<file path="src/rtl/note_seq_pkg.sv">
// rtl/note_seq_pkg.sv - shared types and constants for the note sequencer
package note_seq_pkg;

    localparam int DEF_STEPS   = 16;
    localparam int DEF_TEMPO_W = 24;

    localparam logic [3:0] NOTE_REST = 4'd0;
    localparam logic [3:0] NOTE_MAX  = 4'd12;

    typedef enum logic [1:0] {
        ST_IDLE = 2'd0,
        ST_GATE = 2'd1,
        ST_REST = 2'd2
    } seq_state_t;

    // Codes above NOTE_MAX are reserved and play as a rest.
    function automatic logic [3:0] audible_note(input logic [3:0] note);
        return (note > NOTE_MAX) ? NOTE_REST : note;
    endfunction

endpackage

</file>
<file path="src/rtl/seq_tempo_timer.sv">
// rtl/seq_tempo_timer.sv - per-step tick counter with step-end and gate-end compares
module seq_tempo_timer
    import note_seq_pkg::*;
#(
    parameter int TEMPO_W = DEF_TEMPO_W
) (
    input  logic               i_clk,
    input  logic               i_rst_n,
    input  logic               i_clear,
    input  logic               i_run,
    input  logic [TEMPO_W-1:0] i_tempo,
    input  logic [TEMPO_W-1:0] i_gate_len,
    output logic               o_terminal,
    output logic               o_gate_end
);

    logic [TEMPO_W-1:0] r_tick;
    logic [TEMPO_W-1:0] w_last_tick;

    // Tempo below 2 is clamped so a step always spans at least two clocks.
    assign w_last_tick = (i_tempo < TEMPO_W'(2)) ? TEMPO_W'(1) : (i_tempo - TEMPO_W'(1));

    // >= rather than == so a tempo lowered mid-step ends the step at once.
    assign o_terminal = (r_tick >= w_last_tick);
    assign o_gate_end = (i_gate_len != '0) && (r_tick == (i_gate_len - TEMPO_W'(1)));

    always_ff @(posedge i_clk or negedge i_rst_n) begin
        if (!i_rst_n) begin
            r_tick <= '0;
        end else if (i_clear || !i_run || o_terminal) begin
            r_tick <= '0;
        end else begin
            r_tick <= r_tick + TEMPO_W'(1);
        end
    end

endmodule

</file>
<file path="src/rtl/note_sequencer.sv">
// rtl/note_sequencer.sv - step pattern player driving a tone generator
module note_sequencer
    import note_seq_pkg::*;
#(
    parameter  int STEPS   = DEF_STEPS,
    parameter  int TEMPO_W = DEF_TEMPO_W,
    localparam int STEP_W  = $clog2(STEPS)
) (
    input  logic               iCLK,
    input  logic               iRST_N,
    input  logic               iSTART,
    input  logic               iSTOP,
    input  logic [TEMPO_W-1:0] iTEMPO,
    input  logic [TEMPO_W-1:0] iGATE_LEN,
    input  logic [STEP_W-1:0]  iLAST_STEP,
    input  logic               iWR_EN,
    input  logic [STEP_W-1:0]  iWR_ADDR,
    input  logic [3:0]         iWR_NOTE,
    input  logic [15:0]        iWR_VOL,
    output logic [3:0]         oNOTE,
    output logic [15:0]        oVOLUME,
    output logic [STEP_W-1:0]  oSTEP,
    output logic               oSTEP_STROBE,
    output logic               oRUNNING
);

    seq_state_t        r_state;
    seq_state_t        w_state_nxt;

    logic [3:0]        r_pat_note [STEPS];
    logic [15:0]       r_pat_vol  [STEPS];

    logic [STEP_W-1:0] r_step;
    logic [3:0]        r_hold_note;
    logic [15:0]       r_hold_vol;
    logic [15:0]       r_vol_last;
    logic              r_strobe;
    logic              r_running;

    logic              w_start;
    logic              w_advance;
    logic              w_load;
    logic              w_terminal;
    logic              w_gate_end;
    logic              w_bypass;
    logic [STEP_W-1:0] w_next_step;
    logic [STEP_W-1:0] w_load_addr;
    logic [3:0]        w_load_note;
    logic [15:0]       w_load_vol;

    // Stop dominates start; a step load happens on start or at step end.
    assign w_start   = iSTART && !iSTOP;
    assign w_advance = (r_state != ST_IDLE) && w_terminal && !iSTOP && !iSTART;
    assign w_load    = w_start || w_advance;

    // >= also wraps when iLAST_STEP has been lowered below the current step.
    assign w_next_step = ((r_step >= iLAST_STEP) || (r_step == STEP_W'(STEPS - 1)))
                         ? '0 : (r_step + STEP_W'(1));
    assign w_load_addr = w_start ? '0 : w_next_step;

    // A write landing on the entry being loaded this edge is forwarded.
    assign w_bypass    = iWR_EN && (iWR_ADDR == w_load_addr);
    assign w_load_note = w_bypass ? iWR_NOTE : r_pat_note[w_load_addr];
    assign w_load_vol  = w_bypass ? iWR_VOL  : r_pat_vol[w_load_addr];

    seq_tempo_timer #(
        .TEMPO_W (TEMPO_W)
    ) u_timer (
        .i_clk      (iCLK),
        .i_rst_n    (iRST_N),
        .i_clear    (iSTART || iSTOP),
        .i_run      (r_state != ST_IDLE),
        .i_tempo    (iTEMPO),
        .i_gate_len (iGATE_LEN),
        .o_terminal (w_terminal),
        .o_gate_end (w_gate_end)
    );

    always_ff @(posedge iCLK or negedge iRST_N) begin
        if (!iRST_N) begin
            for (int i = 0; i < STEPS; i++) begin
                r_pat_note[i] <= '0;
                r_pat_vol[i]  <= '0;
            end
        end else if (iWR_EN) begin
            r_pat_note[iWR_ADDR] <= iWR_NOTE;
            r_pat_vol[iWR_ADDR]  <= iWR_VOL;
        end
    end

    always_ff @(posedge iCLK or negedge iRST_N) begin
        if (!iRST_N) begin
            r_state <= ST_IDLE;
        end else begin
            r_state <= w_state_nxt;
        end
    end

    // A zero gate length starts the step already in REST.
    always_comb begin
        w_state_nxt = r_state;
        if (iSTOP) begin
            w_state_nxt = ST_IDLE;
        end else if (w_load) begin
            w_state_nxt = (iGATE_LEN == '0) ? ST_REST : ST_GATE;
        end else begin
            case (r_state)
                ST_GATE: if (w_gate_end) w_state_nxt = ST_REST;
                default: w_state_nxt = r_state;
            endcase
        end
    end

    always_ff @(posedge iCLK or negedge iRST_N) begin
        if (!iRST_N) begin
            r_step      <= '0;
            r_hold_note <= '0;
            r_hold_vol  <= '0;
            r_vol_last  <= '0;
            r_strobe    <= 1'b0;
            r_running   <= 1'b0;
        end else begin
            r_strobe <= w_load;
            if (iSTOP) begin
                r_running <= 1'b0;
            end else if (w_start) begin
                r_running <= 1'b1;
            end
            if (w_load) begin
                r_step      <= w_load_addr;
                r_hold_note <= w_load_note;
                r_hold_vol  <= w_load_vol;
            end
            if (r_state == ST_GATE) begin
                r_vol_last <= r_hold_vol;
            end
        end
    end

    // Volume outside GATE keeps whatever was last sounding.
    always_comb begin
        oNOTE   = NOTE_REST;
        oVOLUME = r_vol_last;
        if (r_state == ST_GATE) begin
            oNOTE   = audible_note(r_hold_note);
            oVOLUME = r_hold_vol;
        end
    end

    assign oSTEP        = r_step;
    assign oSTEP_STROBE = r_strobe;
    assign oRUNNING     = r_running;

endmodule

</file>
<file path="config.mk">
export PLATFORM = sky130hd
export DESIGN_NAME = note_sequencer
export DESIGN_NICKNAME = d
export VERILOG_FILES = /design/src/rtl/note_seq_pkg.sv /design/src/rtl/seq_tempo_timer.sv /design/src/rtl/note_sequencer.sv
export SDC_FILE = /design/constraint.sdc
export NUM_CORES = 1
export LEC_CHECK = 0
export ABC_AREA = 1
export CAP_MARGIN = 30
export CORE_MARGIN = 4
export CORE_UTILIZATION = 45
export CTS_CLUSTER_DIAMETER = 200
export DETAILED_ROUTE_END_ITERATION = 6
export SYNTH_ARGS = -nofsm -noshare
export SYNTH_HDL_FRONTEND = slang
export SYNTH_SLANG_ARGS = --single-unit
</file>
<file path="constraint.sdc">
create_clock -name iCLK -period 2.2 [get_ports iCLK]
set_input_delay 0.33 -clock iCLK [delete_from_list [all_inputs] [get_ports iCLK]]
set_output_delay 0.33 -clock iCLK [all_outputs]
set_load 0.02 [all_outputs]
</file>
# ---- Word-level counts from Yosys, hierarchy flattened
# Cells that the tools add are included.
dict set report op_classes {
  bitwise 2
  n_addsub 4
  n_eq_ne 4
  mux 28
  div_mod_pow 0
  magnitude_cmp 7
  reduce_logical 22
  n_mul 0
  shifts 0
}
# op n
set op_table {}
lappend op_table {{$bwmux W256} 1}
lappend op_table {{$mux W16} 5}
lappend op_table {{$bmux W16 S4} 1}
lappend op_table {{$bwmux W64} 1}
lappend op_table {{$demux W16 S4} 1}
lappend op_table {{$mux W24} 2}
lappend op_table {{$sub A24 B1 Y24 const B} 2}
lappend op_table {{$mux W4} 8}
lappend op_table {{$add A24 B1 Y24 const B} 1}
lappend op_table {{$eq A24 B24 Y1} 1}
lappend op_table {{$ge A24 B24 Y1} 1}
lappend op_table {{$logic_not A24 Y1} 1}
lappend op_table {{$lt A24 B2 Y1 const B} 1}
lappend op_table {{$reduce_bool A24 Y1} 1}
lappend op_table {{$bmux W4 S4} 1}
lappend op_table {{$demux W4 S4} 1}
lappend op_table {{$ge A5 B5 Y1 const B} 2}
lappend op_table {{$mux W2} 5}
lappend op_table {{$not A4 Y5} 2}
lappend op_table {{$logic_and A1 B1 Y1} 7}
lappend op_table {{$reduce_bool A3 Y1} 2}
lappend op_table {{$logic_or A1 B1 Y1} 5}
lappend op_table {{$lt A5 B1 Y1 const B} 1}
lappend op_table {{$add A4 B1 Y4 const B} 1}
lappend op_table {{9 further kinds} 13}
dict set report word_totals {
  romBits 0
  out_inout_bits 26
  memories 0
  latch_bits 0
  ff_bits 388
  inputBits 81
  elab_cells 107
  ram_bits 0
}

# ---- Logic depth before layout (Yosys ltp)
dict set report depth {
  ltp_word 9
  mapped_depth 28
  depth_no_buf 27
}

# ---- Hierarchy
# A second synthesis with hierarchy kept.
dict set report hier_totals {
  hier_cells 2977
  area_unflattened_um2 21822.2
}
# mod n_inst cells_each seq_area_each_um2 area_per_inst_um2
set by_module_without_submodules {}
lappend by_module_without_submodules {note_sequencer 1 2427 9108.7 18435.2}
lappend by_module_without_submodules {seq_tempo_timer 1 550 600.6 3387.0}

# ---- Worst setup path after synthesis
# OpenSTA, ideal clock, no wires.
dict set report synth_timing {
  kind {input to register}
  startpoint {input iTEMPO[1]}
  endpoint {register r_hold_note[0]}
  setup_ns 0.116
  t_required_ns 2.084
  t_arrival_ns 3.064
  path_buffers 1
  slack_ns -0.981
  path_stages 27
  path_cell_list {nor2_1 -> inv_1 -> nor2_1 -> inv_1 -> nor2_1 -> nand2_1 -> nor2_1 -> nand3_1 -> inv_1 -> nand3_1 -> inv_1 -> nand2_1 -> a21boi_0 -> o21ai_0 -> ha_1 -> nand2_1 -> nor2_1 -> nand2_1 -> nor2_1 -> nand2_1 -> nand4_1 -> nand2_1 -> nand2_1 -> clkinv_1 -> clkbuf_1 -> nand2_1 -> nand2_1}
}
dict set report synth_via {
  elab_chain_len 7
  elab_cells_between_ends 8
  classes_between {add/sub: 1; order compare: 2; mux: 1; reduce/logical: 4}
}
# element line
set synth_lines {}
lappend synth_lines {{start, declared} note_sequencer.sv:13} ;# input logic [TEMPO_W-1:0] iTEMPO,
lappend synth_lines {{$sub A24 B1 Y24 or $lt A24 B2 Y1 (tied branches)} seq_tempo_timer.sv:21} ;# assign w_last_tick = (i_tempo < TEMPO_W'(2)) ? TEMPO_W'(1) : (i_tempo - TEMPO_W'(1));
lappend synth_lines {{$mux W24 *} seq_tempo_timer.sv:21}
lappend synth_lines {{$ge A24 B24 Y1 *} seq_tempo_timer.sv:24} ;# assign o_terminal = (r_tick >= w_last_tick);
lappend synth_lines {{$logic_and A1 B1 Y1 * (3 in series)} note_sequencer.sv:53} ;# assign w_advance = (r_state != ST_IDLE) && w_terminal && !iSTOP && !iSTART;
lappend synth_lines {{$logic_or A1 B1 Y1 *} note_sequencer.sv:54} ;# assign w_load = w_start || w_advance;
lappend synth_lines {{end signal, assigned} note_sequencer.sv:131} ;# r_hold_note <= w_load_note;
lappend synth_lines {{end, declared} note_sequencer.sv:34} ;# logic [3:0] r_hold_note;
# Every way passes the cells marked *; elsewhere a longest branch is shown, timed or not.
# A chain may end at the register's enable or synchronous reset.

# ---- Final worst setup path
dict set report layout_timing {
  startpoint {input iTEMPO[3]}
  endpoint {register r_step[1] (netlist: oSTEP[1])}
}
dict set report layout_via {
  elab_chain_len 7
  elab_cells_between_ends 8
  classes_between {add/sub: 1; order compare: 2; mux: 1; reduce/logical: 4}
}
# element line
set layout_lines {}
lappend layout_lines {{$sub A24 B1 Y24 or $lt A24 B2 Y1 (tied branches)} seq_tempo_timer.sv:21}
lappend layout_lines {{$mux W24 *} seq_tempo_timer.sv:21}
lappend layout_lines {{$ge A24 B24 Y1 *} seq_tempo_timer.sv:24}
lappend layout_lines {{$logic_and A1 B1 Y1 * (3 in series)} note_sequencer.sv:53}
lappend layout_lines {{$logic_or A1 B1 Y1 *} note_sequencer.sv:54}
lappend layout_lines {{end signal, assigned} note_sequencer.sv:130} ;# r_step <= w_load_addr;
lappend layout_lines {{end, declared} note_sequencer.sv:33} ;# logic [STEP_W-1:0] r_step;
# Marks and branches as above.

==> flow_metrics.env <==
export IMPL_intPower_mw=17.7
export IMPL_grt_max_degree=54
export IMPL_root_buffer="clkbuf_16"
export IMPL_cp_common_cell="nand2_1"
export IMPL_die_w_um=225
export IMPL_die_area_um2=50500
export IMPL_max_freq_mhz=355
export IMPL_clock_skew_ps=27.4
export IMPL_worstSetupPathType="primary input to flop"
export IMPL_firstDrtPassIters=6
export IMPL_ys_ff_latch=388
export IMPL_yosysMostFrequentCell="nand2_1"
export IMPL_maxCapViolCount=0
export IMPL_viasPerCell=5.37
export IMPL_ant_nets=0
export IMPL_slew_headroom=0.688
export IMPL_cpLargestDelayFamily="simple AND/OR/NAND/NOR gates"
export IMPL_timing_rr_start="oSTEP[1]$_DFFE_PN0P_"
export IMPL_synth_top_cells_by_area="dfrtp_1 46%, nand2_1 15%, o21ai_0 9.1%, nand3_1 7.1%, inv_1 6.6%"
export IMPL_vias=20300
export IMPL_pwr_share_seq=0.335
export IMPL_regToRegEndpoint="r_hold_note[0]$_DFFE_PN0P_"
export IMPL_wl_per_cell_um=18.4
export IMPL_cp_data_required_time_ps=2640
export IMPL_netlist_area_leader_share=0.460
export IMPL_setup_slack_ps=-618
export IMPL_tns_ps=-25970
export IMPL_grt_pass1_wl_um=109000
export IMPL_die_h_um=225
export IMPL_final_core_util=0.585
export IMPL_m1WireLength_um=32400
export IMPL_fin_crit_ps=2820
export IMPL_swShare=0.378
export IMPL_violations="negative setup slack"
export IMPL_syn_num_nets=3002
export IMPL_outcome="finished with violations"
export IMPL_clock_sinks=388
export IMPL_critPathSlowestCell="ha_1"
export IMPL_power_switching_mw=10.8
export IMPL_start_util=0.455
export IMPL_insertion_delay_ps=580
export IMPL_critical_path_cell_count=26
export IMPL_drtIter0Drc=1911
export IMPL_yosysSeqAreaShare=0.460
export IMPL_rows=79
export IMPL_wl_met3_um=5260
export IMPL_routed_wl_met2_um=30800
export IMPL_finalPower_mw=28.5
export IMPL_hpwl_um=46500
export IMPL_hold_viol=0
export IMPL_final_area_um2=27200
export IMPL_postSynthAreaPerCell_um2=7.31
export IMPL_worstMarginPinSlew_ps=469
export IMPL_synth_common_cells="826 x nand2_1, 388 x dfrtp_1, 385 x o21ai_0"
export IMPL_seqCellArea_um2=9710
export IMPL_ys_types=44
export IMPL_clk_pin_slew_ps=60
export IMPL_final_layout_size_suffix_gt1_frac=0.166
export IMPL_grt_overflow=0
export IMPL_io_pins=107
export IMPL_synthToLayoutAreaGrowth_pct=28.6
export IMPL_async_flop_share=1.00
export IMPL_finalMaxSlewViolations=0
export IMPL_p_per_area_nw_per_um2=1050
export IMPL_grt_usage=0.272
export IMPL_pwr_share_comb=0.392
export IMPL_slowest_delay_ps=320
export IMPL_worst_setup_path_start_kind="primary input"
export IMPL_reg2reg_depth=12
export IMPL_cts_buffer_depth=3
export IMPL_nets=3262
export IMPL_yosysTopAreaCell="dfrtp_1"
export IMPL_gp_congestion=0.893
export IMPL_ir_worst_vdd_mv=0.723
export IMPL_multi_input_area_um2=9730
export IMPL_setup_viol=51
export IMPL_synth_ff_type="dfrtp_1"
export IMPL_hp_class="primary input to async pin"
export IMPL_r2r_setup_slack_ps=-320
export IMPL_cp_num_buf_inv=5
export IMPL_yosys_warnings=0
export IMPL_drc=0
export IMPL_rsz0062_at_grt="yes"
export IMPL_cts_tree="yes"
export IMPL_critPathMaxFanout=7
export IMPL_port_buffers=106
export IMPL_worstPathArrival_ps=3260
export IMPL_core_area_um2=46500
export IMPL_syn_area_um2=21100
export IMPL_nFillCells=4229
export IMPL_cellLeakagePower_nw=13.5
export IMPL_cts_buffers=43
export IMPL_first_global_vias=19400
export IMPL_totalWireLength_um=69900
export IMPL_clkPwrFrac=0.274
export IMPL_cts_max_level=2
export IMPL_synth_edf_count=0
export IMPL_dr_max_layer_used="met4"
export IMPL_place_area_um2=24900
export IMPL_antenna_found_initial=2
export IMPL_dpl_worst_slack_ps=-1650
export IMPL_finalCritPeriodShare=1.28
export IMPL_cp_end_kind="flop"
export IMPL_synthCells=2889
[worst reg2reg max path, cell delays in order (launching register included)]
cell	delay [ps]
dfrtp_1	390
ha_1	270
a21boi_1	150
o21bai_4	270
nand2_4	120
nor2_4	180
nand2_1	70
and3_1	200
nand2_1	110
buf_12	190
nand3_1	300
nand2_2	130
nand2_1	50
[layer usage]
metal | vias to the layer above | track usage
met4 | 0 | 0.0658
met2 | 742 | 0.419
li1 | 9781 | -
met5 | - | 0
met1 | 9710 | 0.405
met3 | 97 | 0.0436
[per-stage QoR]
step                      instances  hold slack [ps]
after global placement         3681              291
after floorplan                2889             34.4
after global routing           3788              318
after detailed placement       3681              292
after CTS                      3775              289
final                          3789              302
[cells by family (layout without fill, tap and decap cells)]
group                    Yosys count  after routing  share of synthesized area
AND/OR/NAND/NOR                 1412           1412                      0.290
buffers and inverters            561            853                      0.103
AO/OA/AOI/OAI                    456            456                      0.112
flip-flops                       388            388                      0.460
XOR/XNOR                          40             40                     0.0166
adder cells (fa/ha/maj)           32             32                     0.0190
other                              0              1                          0
[what timing repair did]
item | in CTS | in global routing
resized for setup | 99 | 150
endpoints found under the setup margin | 71 | 68
pin swaps | 23 | 46
endpoints found under the hold margin | 39 | 0
setup buffers | 12 | 8
hold buffers | 1 | 0
cloned | 5 | 5
[flip-flops by register name, summed over array words and instances, names as in the netlist, 2 cells and up]
signal and cells:
oSTEP 4, r_hold_note 4, r_hold_vol 16, r_pat_note 64, r_pat_vol 256, r_state 2, r_vol_last 16, u_timer.r_tick 24
[cells in the final DEF (no fill, tap or decap), types with 18 or more instances in the layout]
| cell | count |
|---|---|
| ha_1 | 30 |
| xor2_1 | 21 |
| nand2_2 | 18 |
| nand4_1 | 94 |
| nor2_1 | 96 |
| nor2_4 | 22 |
| dfrtp_1 | 388 |
| nor2_2 | 23 |
| xnor2_1 | 19 |
| clkbuf_16 | 46 |
| buf_12 | 54 |
| nand2_1 | 805 |
| buf_4 | 225 |
| a21oi_1 | 27 |
| o21ai_0 | 376 |
| inv_1 | 357 |
| clkdlybuf4s50_1 | 61 |
| nand3_1 | 296 |
[area by class of cell]
type	instances	area share
diodes	1	0.0000921
clock buffers	60	0.0478
clock inverters	17	0.00884
inverters	376	0.0527
multi-input cells	1940	0.358
flip-flops and latches	388	0.357
well taps	607	0.0280
repair buffers	398	0.146
repair inverters	2	0.00106
[power by group through the flow]
stage | sequential (mW) | combinational (mW) | clock, mW
6_report | 9.53 | 11.2 | 7.79
3_3_place_gp | 9.57 | 10.9 | 0
2_1_floorplan | 9.41 | 6.35 | 0
5_1_grt | 9.68 | 12.3 | 8.26
3_5_place_dp | 9.60 | 11.0 | 0
4_1_cts | 9.49 | 11.0 | 7.94
[how the worst max path moves through the flow]
stage,from,endpoint
after floorplan,iTEMPO[1],r_hold_vol[0]$_DFFE_PN0P_
after global placement,iTEMPO[1],r_hold_note[0]$_DFFE_PN0P_
after detailed placement,iTEMPO[1],r_hold_vol[15]$_DFFE_PN0P_
after CTS,iTEMPO[2],r_hold_vol[15]$_DFFE_PN0P_
after global routing,iTEMPO[3],oSTEP[1]$_DFFE_PN0P_
final,iTEMPO[3],oSTEP[1]$_DFFE_PN0P_
(Power assumes the default switching activity.)
